<file path="src/rtl/arbiter2x1_8bits.sv">
// arbiter2x1_8bits: round-robin merge of two lane FIFOs into one registered data/valid stream.
// Build option IDLE_FILL_EN: data_out carries IDLE_SYM whenever valid_out is low.
module arbiter2x1_8bits #(
  parameter int unsigned INIT_CYCLES = 4,
  parameter logic [7:0]  IDLE_SYM    = 8'hBC
) (
  input  logic       clk_4f,
  input  logic       reset,
  input  logic       init,
  input  logic       fifo0_empty,
  input  logic       fifo1_empty,
  input  logic [7:0] fifo0_data,
  input  logic [7:0] fifo1_data,
  input  logic       down_almost_full,
  output logic       pop0,
  output logic       pop1,
  output logic [7:0] data_out,
  output logic       valid_out,
  output logic       lane_out,
  output logic       active_out,
  output logic       idle_out
);

  localparam logic [1:0] ST_RESET  = 2'd0;
  localparam logic [1:0] ST_INIT   = 2'd1;
  localparam logic [1:0] ST_IDLE   = 2'd2;
  localparam logic [1:0] ST_ACTIVE = 2'd3;

`ifdef IDLE_FILL_EN
  localparam bit FILL_EN = 1'b1;
`else
  localparam bit FILL_EN = 1'b0;
`endif

  localparam logic [7:0] DATA_RST = FILL_EN ? IDLE_SYM : 8'h00;
  localparam logic [3:0] CNT_LAST = 4'(INIT_CYCLES - 1);

  logic [1:0] state_q, state_d;
  logic [3:0] cnt_q, cnt_d;
  logic       last_grant_q, last_grant_d;
  logic       pending_q, pending_d;
  logic       pend_lane_q, pend_lane_d;
  logic [7:0] data_q, data_d;
  logic       valid_q, valid_d;
  logic       lane_q, lane_d;
  logic       any_ready;
  logic       pop_en;
  logic       grant;

  always_comb begin
    any_ready = !fifo0_empty || !fifo1_empty;
    // A restart request launches no new pop; the word already in flight still drains.
    pop_en    = (state_q == ST_ACTIVE) && !down_almost_full && !init && any_ready;
    if (!fifo0_empty && !fifo1_empty) grant = !last_grant_q;
    else                              grant = fifo0_empty;
    pop0 = pop_en && !grant;
    pop1 = pop_en && grant;

    last_grant_d = pop_en ? grant : last_grant_q;
    pend_lane_d  = pop_en ? grant : pend_lane_q;
    pending_d    = pop_en;

    // Word returned by the FIFO this cycle is registered at the edge.
    valid_d = pending_q;
    lane_d  = pending_q ? pend_lane_q : lane_q;
    if (pending_q)    data_d = pend_lane_q ? fifo1_data : fifo0_data;
    else if (FILL_EN) data_d = IDLE_SYM;
    else              data_d = data_q;

    state_d = state_q;
    cnt_d   = cnt_q;
    case (state_q)
      ST_RESET: begin
        state_d = ST_INIT;
        cnt_d   = '0;
      end
      ST_INIT: begin
        if (cnt_q == CNT_LAST) state_d = ST_IDLE;
        else                   cnt_d   = cnt_q + 4'd1;
      end
      ST_IDLE: begin
        if (init) begin
          state_d = ST_INIT;
          cnt_d   = '0;
        end else if (any_ready && !down_almost_full) begin
          state_d = ST_ACTIVE;
        end
      end
      ST_ACTIVE: begin
        if (init) begin
          state_d = ST_INIT;
          cnt_d   = '0;
        end else if (!any_ready && !pending_q) begin
          state_d = ST_IDLE;
        end
      end
      default: state_d = ST_RESET;
    endcase
  end

  always_ff @(posedge clk_4f or negedge reset) begin
    if (!reset) begin
      state_q      <= ST_RESET;
      cnt_q        <= '0;
      last_grant_q <= 1'b1;
      pending_q    <= 1'b0;
      pend_lane_q  <= 1'b0;
      data_q       <= DATA_RST;
      valid_q      <= 1'b0;
      lane_q       <= 1'b0;
    end else begin
      state_q      <= state_d;
      cnt_q        <= cnt_d;
      last_grant_q <= last_grant_d;
      pending_q    <= pending_d;
      pend_lane_q  <= pend_lane_d;
      data_q       <= data_d;
      valid_q      <= valid_d;
      lane_q       <= lane_d;
    end
  end

  assign data_out   = data_q;
  assign valid_out  = valid_q;
  assign lane_out   = lane_q;
  assign active_out = (state_q == ST_ACTIVE);
  assign idle_out   = (state_q == ST_IDLE);

endmodule
</file>
<file path="config.mk">
export PLATFORM = sky130hd
export DESIGN_NAME = arbiter2x1_8bits
export DESIGN_NICKNAME = d
export VERILOG_FILES = /design/src/rtl/arbiter2x1_8bits.sv
export SDC_FILE = /design/constraint.sdc
export NUM_CORES = 1
export LEC_CHECK = 0
export ABC_AREA = 1
export CAP_MARGIN = 40
export CORE_MARGIN = 2
export CORE_UTILIZATION = 41
export DETAILED_ROUTE_END_ITERATION = 7
export GPL_ROUTABILITY_DRIVEN = 0
export PLACE_DENSITY = 0.74
export REMOVE_ABC_BUFFERS = 1
export SLEW_MARGIN = 0
export SYNTH_ARGS = -nofsm -noshare
export SYNTH_HDL_FRONTEND = slang
export SYNTH_SLANG_ARGS = --single-unit
</file>
<file path="constraint.sdc">
create_clock -name clk_4f -period 1.2 [get_ports clk_4f]
set_input_delay 0.24 -clock clk_4f [delete_from_list [all_inputs] [get_ports clk_4f]]
set_output_delay 0.24 -clock clk_4f [all_outputs]
set_load 0.01 [all_outputs]
</file>
-- After elaboration in Yosys (flattened, before gate mapping)
Cells that the tools add are included.
Widths: inputs -> output; s select.
- muxes and demuxes: 11
- equal/unequal tests: 9
- add/subtract/negate cells: 1
- reductions and logical operators: 21
- operators by type and width (operator ; count):
    $pmux 4 s3 ; 1
    $mux 2 ; 5
    $logic_and 1x1->1 ; 8
    $logic_not 1->1 ; 8
    $mux 4 ; 2
    $mux 8 ; 1
    $pmux 2 s4 ; 1
    $ne 3x2->1 const B ; 2
    $add 4x1->4 const B ; 1
    $eq 2x2->1 const B ; 2
    $eq 4x2->1 const B ; 1
    $ne 2x2->1 const B ; 2
    $reduce_and 3->1 ; 1
    $eq 2x1->1 const B ; 1
    $logic_not 2->1 ; 1
    $ne 2x1->1 const B ; 1
    $reduce_and 2->1 ; 1
    $reduce_or 2->1 ; 1
    $logic_or 1x1->1 ; 1
    $mux 1 ; 1
- flip-flop bits (word level): 19
- bits of input ports: 22
- output and inout bits: 14

-- Depth between registers and ports, before layout
- depth after elaboration: 7
- gate-level depth with buffers: 8
- gate-level depth less buffers: 8

-- Worst setup path after synthesis
Ideal clock, no wire load.
- path type: reg-to-output
- from: register state_q[0]
- to: output port pop0
- path buffers: 0
- cell stages (with the launch flop): 5
- arrival: 871 ps
- setup slack: 89 ps
- path through: dfrtp_1 -> nand2_2 -> nor3_4 -> inv_1 -> nor2_1
- word-level cells in the longest chain between the ends: 5
- RTL lines (element ; RTL line ; RTL):
    start, declared ; 38 ; logic [1:0] state_q, state_d;
    start signal, assigned ; 112 ; state_q <= state_d;
    $eq 2x2->1 ; 53 ; pop_en = (state_q == ST_ACTIVE) && !down_almost_full && !init && any_ready;
    $logic_and 1x1->1 (3 in a row) ; 53 ;
    via pending_d ; 41 ; logic pending_q, pending_d;
    $logic_and 1x1->1 ; 56 ; pop0 = pop_en && !grant;
    end, declared ; 15 ; output logic pop0,
The timed path passes the listed nets, and every way through them passes these cells.

-- Worst setup path after layout
- from: register state_q[1]
- to: output port pop0
The elaborated chain is that of the path after synthesis.

==> impl_metrics.toml <==
[run_status]
outcome = "finished, violations left"
violations = "setup timing"

[logic_synthesis]
yosys.area.top_type_share_pct = 51.2
synth_most_common_cell = "nand2_1"
ys_top_cells_by_count = "nand2_1, o21ai_0, dfrtp_1, nor2_1, inv_1"
yosysWarningCount = 0
yosys-top-cells-area = "dfrtp_1, o21ai_0, nand2_1, nor2_1, inv_1"
yosysTopAreaCell = "dfrtp_1"
synthesis.area_um2 = 880
async_reset_ff_share_pct = 100
synth_flop_cell = "dfrtp_1"
yosysSeqAreaShare_pct = 54.2
ys_seq_elements = 19
ys_types = 18
synthCells = 105
avgSynthCellArea_um2 = 8.38
synth_edf_count = 0

[cts]
cts.htree.levels = 1
clk_path_buf_depth = 2
numCtsBuffers = 3
insertion_delay_ps = 300
hold_buffers = 0
cts_tree = "done"
root_buffer = "clkbuf_4"
clk_pin_slew_ps = 110
clkSinkCount = 19

[floorplanning]
ioPinCount = 36
fp.dieW_um = 50.3
die_area_mm2 = 0.00253
die-height_um = 50.3
start_util_pct = 43.9
num_rows = 16
coreArea_mm2 = 0.00200

[route]
wl_met3_um = 73
via_count = 943
first_iter_violations = 11
drc = 0
drtPass1Iterations = 4
vias_per_cell = 4.81
totalWireLength_um = 2660
wl_met1_um = 1070
wl_met2_um = 1480
highest_layer = "met4"
ant_nets = 0
post_drt_wl_per_cell_um = 13.6

[setup_path]
crit_top_cell = "buf_6"
max_stage_delay_ps = 400
worstPathMaxFanout = 3
reg2reg_to = "pend_lane_q$_DFFE_PN0P_"
critPathTopFamily = "flip-flops"
critPathArrivalTime_ps = 1320
path_class = "reg -> out"
start_kind = "flop"
slowest_stage = "dfrtp_1"
crit_buf_inv = 3
rr_startpoint = "state_q[1]$_DFFE_PN0P_"
rr_worst_depth = 10
required_ps = 960
crit_chain = "nand2_2 > nor3_4 > buf_6 > inv_4 > nor2_4 > buf_6"
critPathCaptureType = "output port"
r2r_setup_slack_ps = -340

[sta]
timing.final.crit_share_pct = 130
final-hold-violation-count = 0
setup_ws_ps = -360
finalSetupTns_ps = -1950
tightest_slew_ps = 276
whs_ps = 93.6
setup_violations = 9
skew_ps = 5.08
timing.final.crit_period_ps = 1560
timing.fmax_mhz = 641
rsz0062_at_grt = "true"
maxSlewHeadroom_pct = 81.6
drv_slew = 0

[grt]
antenna_found_initial = 0
grt_pass1_wl_um = 4240
grt_max_degree = 15
groute.usage.overall_pct = 22.2
grt_pass1_vias = 995
overflow = 0

[pwr]
p_switching_w = 0.00126
vdd_ir_drop_max_v = 0.00121
power_frac_seq_pct = 36.2
power.density_mw_per_mm2 = 2030
p_leak_nw = 0.756
combPwrFrac_pct = 53.1
power.internal_w = 0.00183
clkPwrFrac_pct = 10.7
p_sw_share_pct = 40.7

[cells_and_area]
diodes = 0
multiInputGateArea_um2 = 414
nets = 193
syn_to_final_growth_pct = 73.4
final_layout_size_suffix_gt1_share_pct = 37.3
fillerInstances = 138
seqCellArea_um2 = 477

[min_path]
hp-class = "in -> async"

[placed_design]
port_buffers = 35
dpl.hpwl_um = 1710

[run]
cap_violations = 0
[area by class of cell]
cell class	count	share of cell area, %
Clock buffer	3	1.48
Clock inverter	1	0.328
Inverter	12	3.45
Multi-Input combinational cell	73	27.2
Sequential cell	19	31.3
Tap cell	27	2.21
Timing Repair Buffer	61	34.1
[cells by family after synthesis]
kind of cell	Yosys count	share of synthesized area (%)
and+or+nand+nor	47	23.3
AOI/OAI and AO/OA	24	14.4
buffers and inverters	13	5.69
adders and majority gates	1	1.42
xor gates and xnor gates	1	0.996
DFF	19	54.2
[cell usage in the layout, fill, tap and decap left out, types with 5 or more instances in the layout]
master / netlist / layout
nor2_1: 13 / 11
buf_4: 0 / 19
inv_1: 9 / 6
dfrtp_1: 18 / 18
clkbuf_2: 0 / 9
o21ai_0: 20 / 19
nand2_1: 24 / 20
clkdlybuf4s50_1: 0 / 17
buf_6: 0 / 10
nand3_1: 5 / 5
[layer usage]
| metal | vias up | GRT usage [%] |
|---|---|---|
| met3 | 4 | 1.79 |
| met5 | - | 0 |
| met2 | 21 | 42.5 |
| met1 | 450 | 25.3 |
| met4 | 0 | 8.56 |
| li1 | 468 | - |
[per-stage QoR]
stage / instances / util, % / setup slack [ps] / instance area [um2] / power (W)
2_1_floorplan: 104 / - / 88.5 / 875 / 0.00175
3_3_place_gp: 178 / 67.4 / -731 / 1350 / 0.00247
3_5_place_dp: 178 / 67.4 / -812 / 1350 / 0.00254
4_1_cts: 191 / 74.3 / -334 / 1490 / 0.00292
5_1_grt: 196 / 76.2 / -429 / 1530 / 0.00333
6_report: 196 / 76.2 / -360 / 1530 / 0.00309
[flip-flops by register name, summed over array words and instances (netlist names)]
| signal | cells |
|---|---|
| state_q | 2 |
| last_grant_q | 1 |
| pending_q | 1 |
| valid_out | 1 |
| cnt_q | 4 |
| data_out | 8 |
| pend_lane_q | 1 |
| lane_out | 1 |
[worst max-delay path by stage]
stage	cells after the start	slack (ps)	from	to
5_1_grt	6	-430	state_q[1]$_DFFE_PN0P_	pop0
2_1_floorplan	4	90	state_q[0]$_DFFE_PN0P_	pop0
6_report	6	-360	state_q[1]$_DFFE_PN0P_	pop0
3_5_place_dp	7	-810	fifo1_empty	pop0
3_3_place_gp	5	-730	init	pop0
4_1_cts	6	-330	state_q[1]$_DFFE_PN0P_	pop0
[repair_timing]
action / in CTS / in global routing
pin swaps: 7 / 2
endpoints found under the hold margin: 0 / 0
gates resized for setup: 58 / 23
setup endpoints to repair: 15 / 21
setup buffers: 9 / 6
[power groups by stage]
| stage | Sequential, W | Combinational [W] | Clock [W] |
|---|---|---|---|
| 2_1_floorplan | 0.00118 | 0.000571 | 0 |
| 3_3_place_gp | 0.00110 | 0.00137 | 0 |
| 3_5_place_dp | 0.00112 | 0.00142 | 0 |
| 4_1_cts | 0.00112 | 0.00146 | 0.000347 |
| 5_1_grt | 0.00116 | 0.00179 | 0.000373 |
| 6_report | 0.00112 | 0.00164 | 0.000330 |
(Power assumes the default switching activity.)
